==> src/rtl/rx_core.sv <==
// UART receive engine: oversampled start detection, 3-sample majority voting,
// 5-9 data bits, optional parity, 1/2 stop bits, one-entry valid/ready output.
module rx_core #(
  parameter int MAX_UART_DATA_W = 9,
  parameter int SAMPLE_COUNT_W  = 4,
  parameter int TOTAL_CONF_W    = 6
) (
  input  logic                       clk_i,
  input  logic                       rst_i,
  input  logic                       baud_en_i,
  input  logic                       rx_en_i,
  input  logic                       uart_rx_i,
  input  logic [TOTAL_CONF_W-1:0]    rx_conf_i,
  input  logic                       rx_ready_i,
  input  logic                       clr_overrun_i,
  output logic                       rx_valid_o,
  output logic [MAX_UART_DATA_W-1:0] rx_data_o,
  output logic                       rx_parity_err_o,
  output logic                       rx_frame_err_o,
  output logic                       rx_break_o,
  output logic                       rx_overrun_o,
  output logic                       rx_busy_o
);

  localparam int OSR    = 1 << SAMPLE_COUNT_W;
  localparam int DCNT_W = $clog2(MAX_UART_DATA_W);
  localparam logic [SAMPLE_COUNT_W-1:0] SMP_A = SAMPLE_COUNT_W'(OSR / 2 - 2);
  localparam logic [SAMPLE_COUNT_W-1:0] SMP_B = SAMPLE_COUNT_W'(OSR / 2 - 1);
  localparam logic [SAMPLE_COUNT_W-1:0] SMP_V = SAMPLE_COUNT_W'(OSR / 2);

  typedef enum logic [2:0] {
    ST_IDLE, ST_START, ST_DATA, ST_PARITY, ST_STOP
  } state_t;

  state_t state_q, state_d;

  logic [TOTAL_CONF_W-1:0]    conf_q;
  logic [2:0]                 data_code;
  logic [1:0]                 parity_mode;
  logic                       stop2;
  logic [DCNT_W-1:0]          last_idx;
  logic [SAMPLE_COUNT_W-1:0]  cnt_q;
  logic [DCNT_W-1:0]          data_cnt_q;
  logic                       stop_cnt_q;
  logic [1:0]                 samp_q;
  logic [MAX_UART_DATA_W-1:0] data_sh_q;
  logic                       par_acc_q, par_err_q, frm_err_q, zero_q;
  logic                       vote, at_vote, bit_end, last_data, last_stop;
  logic                       frame_done, par_exp, fin_brk, fin_frm;
  logic [MAX_UART_DATA_W-1:0] fin_data;

  assign data_code   = conf_q[5:3];
  assign parity_mode = conf_q[2:1];
  assign stop2       = conf_q[0];

  always_comb begin
    if (int'(data_code) > MAX_UART_DATA_W - 5) last_idx = DCNT_W'(MAX_UART_DATA_W - 1);
    else                                       last_idx = DCNT_W'(int'(data_code) + 4);
  end

  always_comb begin
    case (parity_mode)
      2'b01:   par_exp = par_acc_q;
      2'b10:   par_exp = ~par_acc_q;
      default: par_exp = 1'b1;
    endcase
  end

  assign vote       = (samp_q[0] & samp_q[1]) | (samp_q[0] & uart_rx_i) | (samp_q[1] & uart_rx_i);
  assign at_vote    = (cnt_q == SMP_V);
  assign bit_end    = (cnt_q == '1);
  assign last_data  = (data_cnt_q == last_idx);
  assign last_stop  = (stop_cnt_q == stop2);
  assign frame_done = baud_en_i & rx_en_i & (state_q == ST_STOP) & at_vote & last_stop;

  // Bits were shifted in from the top, so narrow frames sit left-aligned.
  assign fin_data = data_sh_q >> (DCNT_W'(MAX_UART_DATA_W - 1) - last_idx);
  assign fin_brk  = zero_q & (stop_cnt_q | ~vote);
  assign fin_frm  = frm_err_q | ~vote;

  always_ff @(posedge clk_i) begin
    if (rst_i) state_q <= ST_IDLE;
    else       state_q <= state_d;
  end

  always_comb begin
    state_d = state_q;
    if (baud_en_i) begin
      if (state_q == ST_IDLE) begin
        if (rx_en_i && !uart_rx_i) state_d = ST_START;
      end else if (!rx_en_i) begin
        state_d = ST_IDLE;
      end else begin
        case (state_q)
          ST_START:  if (at_vote && vote) state_d = ST_IDLE;
                     else if (bit_end)    state_d = ST_DATA;
          ST_DATA:   if (bit_end && last_data)
                       state_d = (parity_mode != 2'b00) ? ST_PARITY : ST_STOP;
          ST_PARITY: if (bit_end) state_d = ST_STOP;
          ST_STOP:   if (at_vote && last_stop) state_d = ST_IDLE;
          default:   state_d = ST_IDLE;
        endcase
      end
    end
  end

  always_comb begin
    rx_busy_o = (state_q != ST_IDLE);
  end

  always_ff @(posedge clk_i) begin
    if (rst_i) begin
      conf_q     <= '0;
      cnt_q      <= '0;
      data_cnt_q <= '0;
      stop_cnt_q <= 1'b0;
      samp_q     <= '0;
      data_sh_q  <= '0;
      par_acc_q  <= 1'b0;
      par_err_q  <= 1'b0;
      frm_err_q  <= 1'b0;
      zero_q     <= 1'b0;
    end else if (baud_en_i) begin
      cnt_q <= (state_q == ST_IDLE || state_d == ST_IDLE) ? '0 : cnt_q + 1'b1;
      if (state_d != state_q) begin
        data_cnt_q <= '0;
        stop_cnt_q <= 1'b0;
      end else begin
        if (state_q == ST_DATA && bit_end) data_cnt_q <= data_cnt_q + 1'b1;
        if (state_q == ST_STOP && bit_end) stop_cnt_q <= 1'b1;
      end
      if (cnt_q == SMP_A) samp_q[0] <= uart_rx_i;
      if (cnt_q == SMP_B) samp_q[1] <= uart_rx_i;
      if (state_q == ST_IDLE && state_d == ST_START) begin
        conf_q    <= rx_conf_i;
        data_sh_q <= '0;
        par_acc_q <= 1'b0;
        par_err_q <= 1'b0;
        frm_err_q <= 1'b0;
        zero_q    <= 1'b1;
      end else if (at_vote) begin
        case (state_q)
          ST_DATA: begin
            data_sh_q <= {vote, data_sh_q[MAX_UART_DATA_W-1:1]};
            par_acc_q <= par_acc_q ^ vote;
            zero_q    <= zero_q & ~vote;
          end
          ST_PARITY: begin
            par_err_q <= (vote != par_exp);
            zero_q    <= zero_q & ~vote;
          end
          ST_STOP: begin
            if (!vote)       frm_err_q <= 1'b1;
            if (!stop_cnt_q) zero_q    <= zero_q & ~vote;
          end
          default: ;
        endcase
      end
    end
  end

  // Holding register: a frame loads if the slot is free or being drained this cycle.
  always_ff @(posedge clk_i) begin
    if (rst_i) begin
      rx_valid_o      <= 1'b0;
      rx_data_o       <= '0;
      rx_parity_err_o <= 1'b0;
      rx_frame_err_o  <= 1'b0;
      rx_break_o      <= 1'b0;
      rx_overrun_o    <= 1'b0;
    end else begin
      if (frame_done && (!rx_valid_o || rx_ready_i)) begin
        rx_valid_o      <= 1'b1;
        rx_data_o       <= fin_data;
        rx_parity_err_o <= par_err_q;
        rx_frame_err_o  <= fin_frm;
        rx_break_o      <= fin_brk;
      end else if (rx_valid_o && rx_ready_i) begin
        rx_valid_o <= 1'b0;
      end
      if (frame_done && rx_valid_o && !rx_ready_i) rx_overrun_o <= 1'b1;
      else if (clr_overrun_i)                      rx_overrun_o <= 1'b0;
    end
  end

endmodule
==> config.mk <==
export PLATFORM = sky130hd
export DESIGN_NAME = rx_core
export DESIGN_NICKNAME = d
export VERILOG_FILES = /design/src/rtl/rx_core.sv
export SDC_FILE = /design/constraint.sdc
export NUM_CORES = 1
export LEC_CHECK = 0
export ABC_AREA = 1
export ABC_CLOCK_PERIOD_IN_PS = 4700
export CAP_MARGIN = 40
export CORE_UTILIZATION = 50
export CTS_CLUSTER_SIZE = 40
export DETAILED_ROUTE_END_ITERATION = 8
export GPL_TIMING_DRIVEN = 0
export PLACE_DENSITY = 0.83
export REMOVE_ABC_BUFFERS = 1
export SLEW_MARGIN = 10
export SYNTH_ARGS = -nofsm -noshare
export SYNTH_HDL_FRONTEND = slang
export SYNTH_SLANG_ARGS = --single-unit
export TNS_END_PERCENT = 5
==> constraint.sdc <==
create_clock -name clk_i -period 4.7 [get_ports clk_i]
set_clock_uncertainty 0.05 [all_clocks]
set_input_delay 0.94 -clock clk_i [delete_from_list [all_inputs] [get_ports clk_i]]
set_output_delay 0.94 -clock clk_i [all_outputs]
set_load 0.01 [all_outputs]
# Word level (Yosys, flattened, before mapping)
# Cells that the tools add are included.
[word_totals]
ff_bits = 47
inputBits = 13
output_inout_bits = 15
elab_cells = 135
[classes]
addsub = 4
order_cmp = 1
n_eq_ne = 17
n_shift = 1
n_mux = 39
n_bitwise = 16
reduce_logical = 39
[ops]
columns = ["cell", "count"]
rows = [
  ["$mux W3", 10],
  ["$mux W9", 3],
  ["$mux W1", 19],
  ["$reduce_bool A2 Y1", 9],
  ["$mux W4", 4],
  ["$pmux W3 S4", 1],
  ["$logic_and A1 B1 Y1", 11],
  ["$reduce_and A2 Y1", 5],
  ["$and A1 B1 Y1", 9],
  ["$shr A9 B4 Y9", 1],
  ["$add A4 B1 Y4 const B", 2],
  ["$eq A4 B3 Y1 const B", 2],
  ["$eq A4 B4 Y1 const B", 2],
  ["$reduce_and A4 Y1", 2],
  ["$eq A3 B1 Y1 const B", 2],
  ["$eq A3 B2 Y1 const B", 2],
  ["$logic_not A3 Y1", 2],
  ["$reduce_and A3 Y1", 2],
  ["$reduce_bool A3 Y1", 2],
  ["$add A3 B3 Y4 const B", 1],
  ["$eq A4 B4 Y1", 1],
  ["$or A1 B1 Y1", 4],
  ["$pmux W1 S2", 2],
  ["$sub A4 B4 Y4 const A", 1],
  ["14 further kinds", 18],
]

# Depth between registers and ports, before layout
[logic_depth]
ltp_word = 13
mapped_depth = 17
depth_no_buf = 17

# Least setup slack after synthesis
# No wires, ideal clock.
[synth_path]
kind = "input port to flip-flop"
startpoint = "input baud_en_i"
endpoint = "register data_cnt_q[0]"
setup_time_ns = 0.132
arrival_ns = 2.151
t_required_ns = 4.518
path_slack_ns = 2.367
stages = 8
n_path_buf = 1
cell_sequence = "clkbuf_1 -> inv_2 -> nor2_1 -> inv_1 -> nor3_1 -> inv_1 -> nand3_1 -> a21oi_1"
[synth_via]
elab_chain_len = 4
word_cells_on_any_way = 5
cone_classes = "eq/ne (1); mux (2); reduce/logical (2)"
[synth_lines]
columns = ["item", "line", "rtl"]
rows = [
  ["start, declared", "10", "input logic baud_en_i,"],
  ["$mux W3", "88", "if (baud_en_i) begin"],
  ["$ne A3 B3 Y1", "125", "if (state_d != state_q) begin"],
  ["$reduce_bool A2 Y1 (no source line)", "-", ""],
  ["$reduce_and A2 Y1 (no source line)", "-", ""],
  ["end signal, assigned", "129", "if (state_q == ST_DATA && bit_end) data_cnt_q <= data_cnt_q + 1'b1;"],
  ["end, declared", "43", "logic [DCNT_W-1:0] data_cnt_q;"],
]
# Parallel ways exist; a longest one is shown, timed or not.
# A chain may end at the register's enable or synchronous reset.

# Final worst setup path
[layout_path]
startpoint = "input baud_en_i"
endpoint = "register rx_data_o[1]"
[layout_via]
elab_chain_len = 5
[layout_lines]
columns = ["item", "line", "rtl"]
rows = [
  ["$and A1 B1 Y1 (4 in series)", "74", "assign frame_done = baud_en_i & rx_en_i & (state_q == ST_STOP) & at_vote & last_stop;"],
  ["$logic_and A1 B1 Y1", "172", "if (frame_done && (!rx_valid_o || rx_ready_i)) begin"],
  ["end signal, assigned", "174", "rx_data_o <= fin_data;"],
  ["end, declared", "17", "output logic [MAX_UART_DATA_W-1:0] rx_data_o,"],
]
# No other way between the ends.

==> flow_summary_export.csv <==
group,metric,value,unit
worst_setup_path,worstPathArrival,3.20,ns
sta,fmax,0.3305,GHz
sta,period_minus_slack,3.026,ns
layout,drive_gt1_share,10.46,%
global_routing,track_usage,22.04,%
worst_setup_path,r2r_end,"rx_data_o[1]$_SDFFE_PP0P_",
drt,drt-pass1-iter-count,4,
yosys,async_flop_share,0,%
clocking,cts_resized,0,
clocking,cts_setup_buffers,0,
global_routing,grt_max_degree,19,
clocking,cts_buffer_depth,2,
power,power_leakage,0.001137,uW
yosys,synth-edff-count,0,
sta,slew_viol_final,0,
placement,placed_cell_area,2900,sq um
yosys,seq_area_frac_synth,36.47,%
yosys,syn_avg_cell_area,7.011,sq um
sta,fin_crit_sh,64.38,%
placement,gp_congestion,0.9098,
worst_setup_path,rrSetupSlack,2.34,ns
yosys,yosysMostFrequentCell,"nand2_1",
power,p_int,578.3,uW
power,powerDensity,264.1,nW/um^2
global_routing,grt_pass1_wl,9266,microns
yosys,postSynthCellCount,368,
floorplan,pin_count,28,
worst_setup_path,rr_startpoint,"cnt_q[0]$_SDFFE_PP0P_",
power,pwr-share-seq,52.1,%
sta,tightestPinTransition,0.6863,ns
layout,finish.instance_area,3004,sq um
yosys,yosysUniqueCellTypes,33,
yosys,synth_top_flop_cell,"dfxtp_1",
sta,fin_tns_setup,0,ns
status,run_status,"completed",
worst_setup_path,r2r_cells,10,
floorplan,die_w,73.83,microns
layout,fin_nets,412,
worst_setup_path,slowest_stage,"clkdlybuf4s50_1",
clocking,clkTransAtPathRegs,0.09,ns
yosys,synth_common_cells,"nand2_1 (85), dfxtp_1 (47), inv_1 (40), a21oi_1 (39), nor2_1 (25)",
worst_hold_path,hold-path-cell-count,2,
drt,vias_per_cell,5.277,
drt,wl_per_cell,11.99,microns
power,p_switching,215.0,uW
yosys,synth_area,2580,sq um
drt,drtAntennaViolNets,0,
worst_setup_path,worstPathRequired,4.87,ns
floorplan,die_h,73.83,microns
power,swShare,27.10,%
placement,dp_hpwl,4185,microns
worst_setup_path,endpoint_kind,"flop",
drt,wirelength,5504,microns
worst_hold_path,min_to,"samp_q[0]$_SDFFE_PP0P_",
clocking,insertion_delay,0.30,ns
worst_setup_path,crit_family,"simple AND/OR/NAND/NOR gates",
clocking,clock_sinks,47,
clocking,root_buffer,"clkbuf_8",
sta,hold_viol_final,0,
clocking,tritoncts,"done",
global_routing,grt_overflow_total,0,
worst_setup_path,start_kind,"primary input",
drt,drc,0,
layout,fillers,446,
placement,io_buffers,27,
worst_setup_path,criticalPathCategory,"primary input to flop",
drt,vias,2422,
clocking,htreeDepth,2,
yosys,yosysTopAreaCellShare,36.47,%
worst_hold_path,hold_class,"flop to flop",
clocking,cts_buffers,5,
worst_setup_path,crit_chain,"clkdlybuf4s50_1 -> nand2_1 -> nor3_1 -> nand2_1 -> nor2_2 -> nand2_1 -> a31oi_1",
floorplan,design.die.area,5451,sq um
power,clkPwrFrac,34.4,%
global_routing,grt_pass1_vias,2214,
floorplan,core,4848,sq um
yosys,synth_seq_cells,47,
worst_setup_path,cpPeakStageDelay,0.90,ns
layout,syn2layout_area_growth,16.44,%
power,combinationalPowerShare,13.5,%
sta,slew_headroom,54.10,%
sta,setup_viol,0,
worst_setup_path,worst-path-buf-inv,1,
worst_setup_path,path_common_cell,"nand2_1",
layout,num_antenna_cells,0,
worst_setup_path,crit_fanout,16,
drt,drt_iter0_drc,139,
yosys,synthTopCellsByArea,"dfxtp_1 (36%), nand2_1 (12%), a21oi_1 (7.6%)",
sta,rsz0062_at_grt,"no",
yosys,synth_top_area_cell,"dfxtp_1",
worst_hold_path,hp-start,"samp_q[0]$_SDFFE_PP0P_",
floorplan,rows,25,
power,ir_drop,0.1166,mV
floorplan,initial_core_util,53.21,%
yosys,synth_warnings,0,
global_routing,antenna_found_initial,0,
run,cap_viol_max_count,0,
clocking,cts_hold_buffers,0,
## how the worst max path moves through the flow
stage	start	to	slack (ns)	cells past startpoint
3_5_place_dp	baud_en_i	rx_data_o[1]$_SDFFE_PP0P_	1.38	7
2_1_floorplan	uart_rx_i	data_sh_q[8]$_SDFFE_PP0P_	2.43	13
6_report	baud_en_i	rx_data_o[1]$_SDFFE_PP0P_	1.67	7
5_1_grt	baud_en_i	rx_data_o[5]$_SDFFE_PP0P_	1.48	7
4_1_cts	baud_en_i	rx_data_o[1]$_SDFFE_PP0P_	1.69	7
3_3_place_gp	baud_en_i	data_cnt_q[1]$_SDFFE_PP0P_	1.39	8
## power groups by stage
| stage | clock, uW | sequential [uW] | combinational (uW) |
|---|---|---|---|
| 2_1_floorplan | 0 | 420 | 70.2 |
| 6_report | 273 | 413 | 107 |
| 3_3_place_gp | 0 | 422 | 103 |
| 5_1_grt | 294 | 414 | 120 |
| 4_1_cts | 278 | 413 | 107 |
| 3_5_place_dp | 0 | 422 | 107 |
## final cells by class
class / instances / area, sq um / area share, %
repair buffers: 28 / 285.3 / 9.496
flip-flops and latches: 47 / 940.9 / 31.32
well taps: 67 / 83.83 / 2.791
inverters: 51 / 191.4 / 6.372
multi-input cells: 258 / 1399 / 46.56
clock buffers: 7 / 96.34 / 3.207
clock inverters: 1 / 7.507 / 0.2499
## per-stage QoR
stage	std cells	hold slack, ns	total power [uW]	setup WS, ns	util [%]
final	459	0.4020	793.3	1.674	61.96
after global routing	459	0.4316	827.7	1.481	61.96
after CTS	459	0.4061	798.1	1.685	61.96
after detailed placement	451	0.3940	528.9	1.376	59.82
after global placement	450	0.3858	524.9	1.391	59.51
after floorplan	356	0.3742	490.4	2.431	-
## cells in the final DEF (no fill, tap or decap), types with 2 or more instances in the layout
| cell type | instances |
|---|---|
| nor2_4 | 3 |
| nand2_1 | 85 |
| nand2_2 | 8 |
| clkbuf_8 | 7 |
| nand3_2 | 3 |
| inv_1 | 40 |
| nand3b_1 | 2 |
| o211ai_1 | 3 |
| a21oi_1 | 39 |
| ha_1 | 8 |
| nand4_1 | 4 |
| nor2_1 | 25 |
| nand3_1 | 22 |
| o21ai_1 | 9 |
| a22oi_1 | 4 |
| xnor2_1 | 3 |
| o21a_1 | 2 |
| clkdlybuf4s50_1 | 27 |
| dfxtp_1 | 47 |
| xor2_1 | 4 |
| nor3_1 | 2 |
| nor2_2 | 2 |
| a31oi_1 | 8 |
| inv_2 | 11 |
| o21ai_0 | 14 |
## sequential cells by signal (all words and copies together), names as in the netlist
signal and flops:
data_cnt_q 4, rx_break_o 1, rx_parity_err_o 1, samp_q 2, par_err_q 1, rx_valid_o 1, stop_cnt_q 1, frm_err_q 1
rx_frame_err_o 1, data_sh_q 9, par_acc_q 1, state_q 3, rx_overrun_o 1, conf_q 6, rx_data_o 9, zero_q 1
cnt_q 4
## worst min-delay path, cell delays in order, from the launching register on
cell and delay, ns:
dfxtp_1 0.32, inv_1 0.05, a21oi_1 0.05
## metal layers
| layer | part of all wire, % | vias up | wire length, microns | track usage (%) |
|---|---|---|---|---|
| met5 | 0 | - | 0 | 0 |
| met4 | 1.8 | 0 | 98 | 8.120 |
| met3 | 5.0 | 11 | 275 | 4.390 |
| met2 | 48 | 67 | 2663 | 38.84 |
| met1 | 45 | 1097 | 2466 | 26.30 |
| li1 | - | 1247 | - | - |
## logic make-up after synthesis
logic type      after synthesis  synth area share (%)
compound gates               83                 18.43
xor+xnor                      8                 3.443
fa+ha+maj                     8                 3.880
buf+inv                      63                 9.311
flops                        47                 36.47
mux                           1                0.4364
simple gates                158                 28.03
Power figures use the tool's default switching activity.
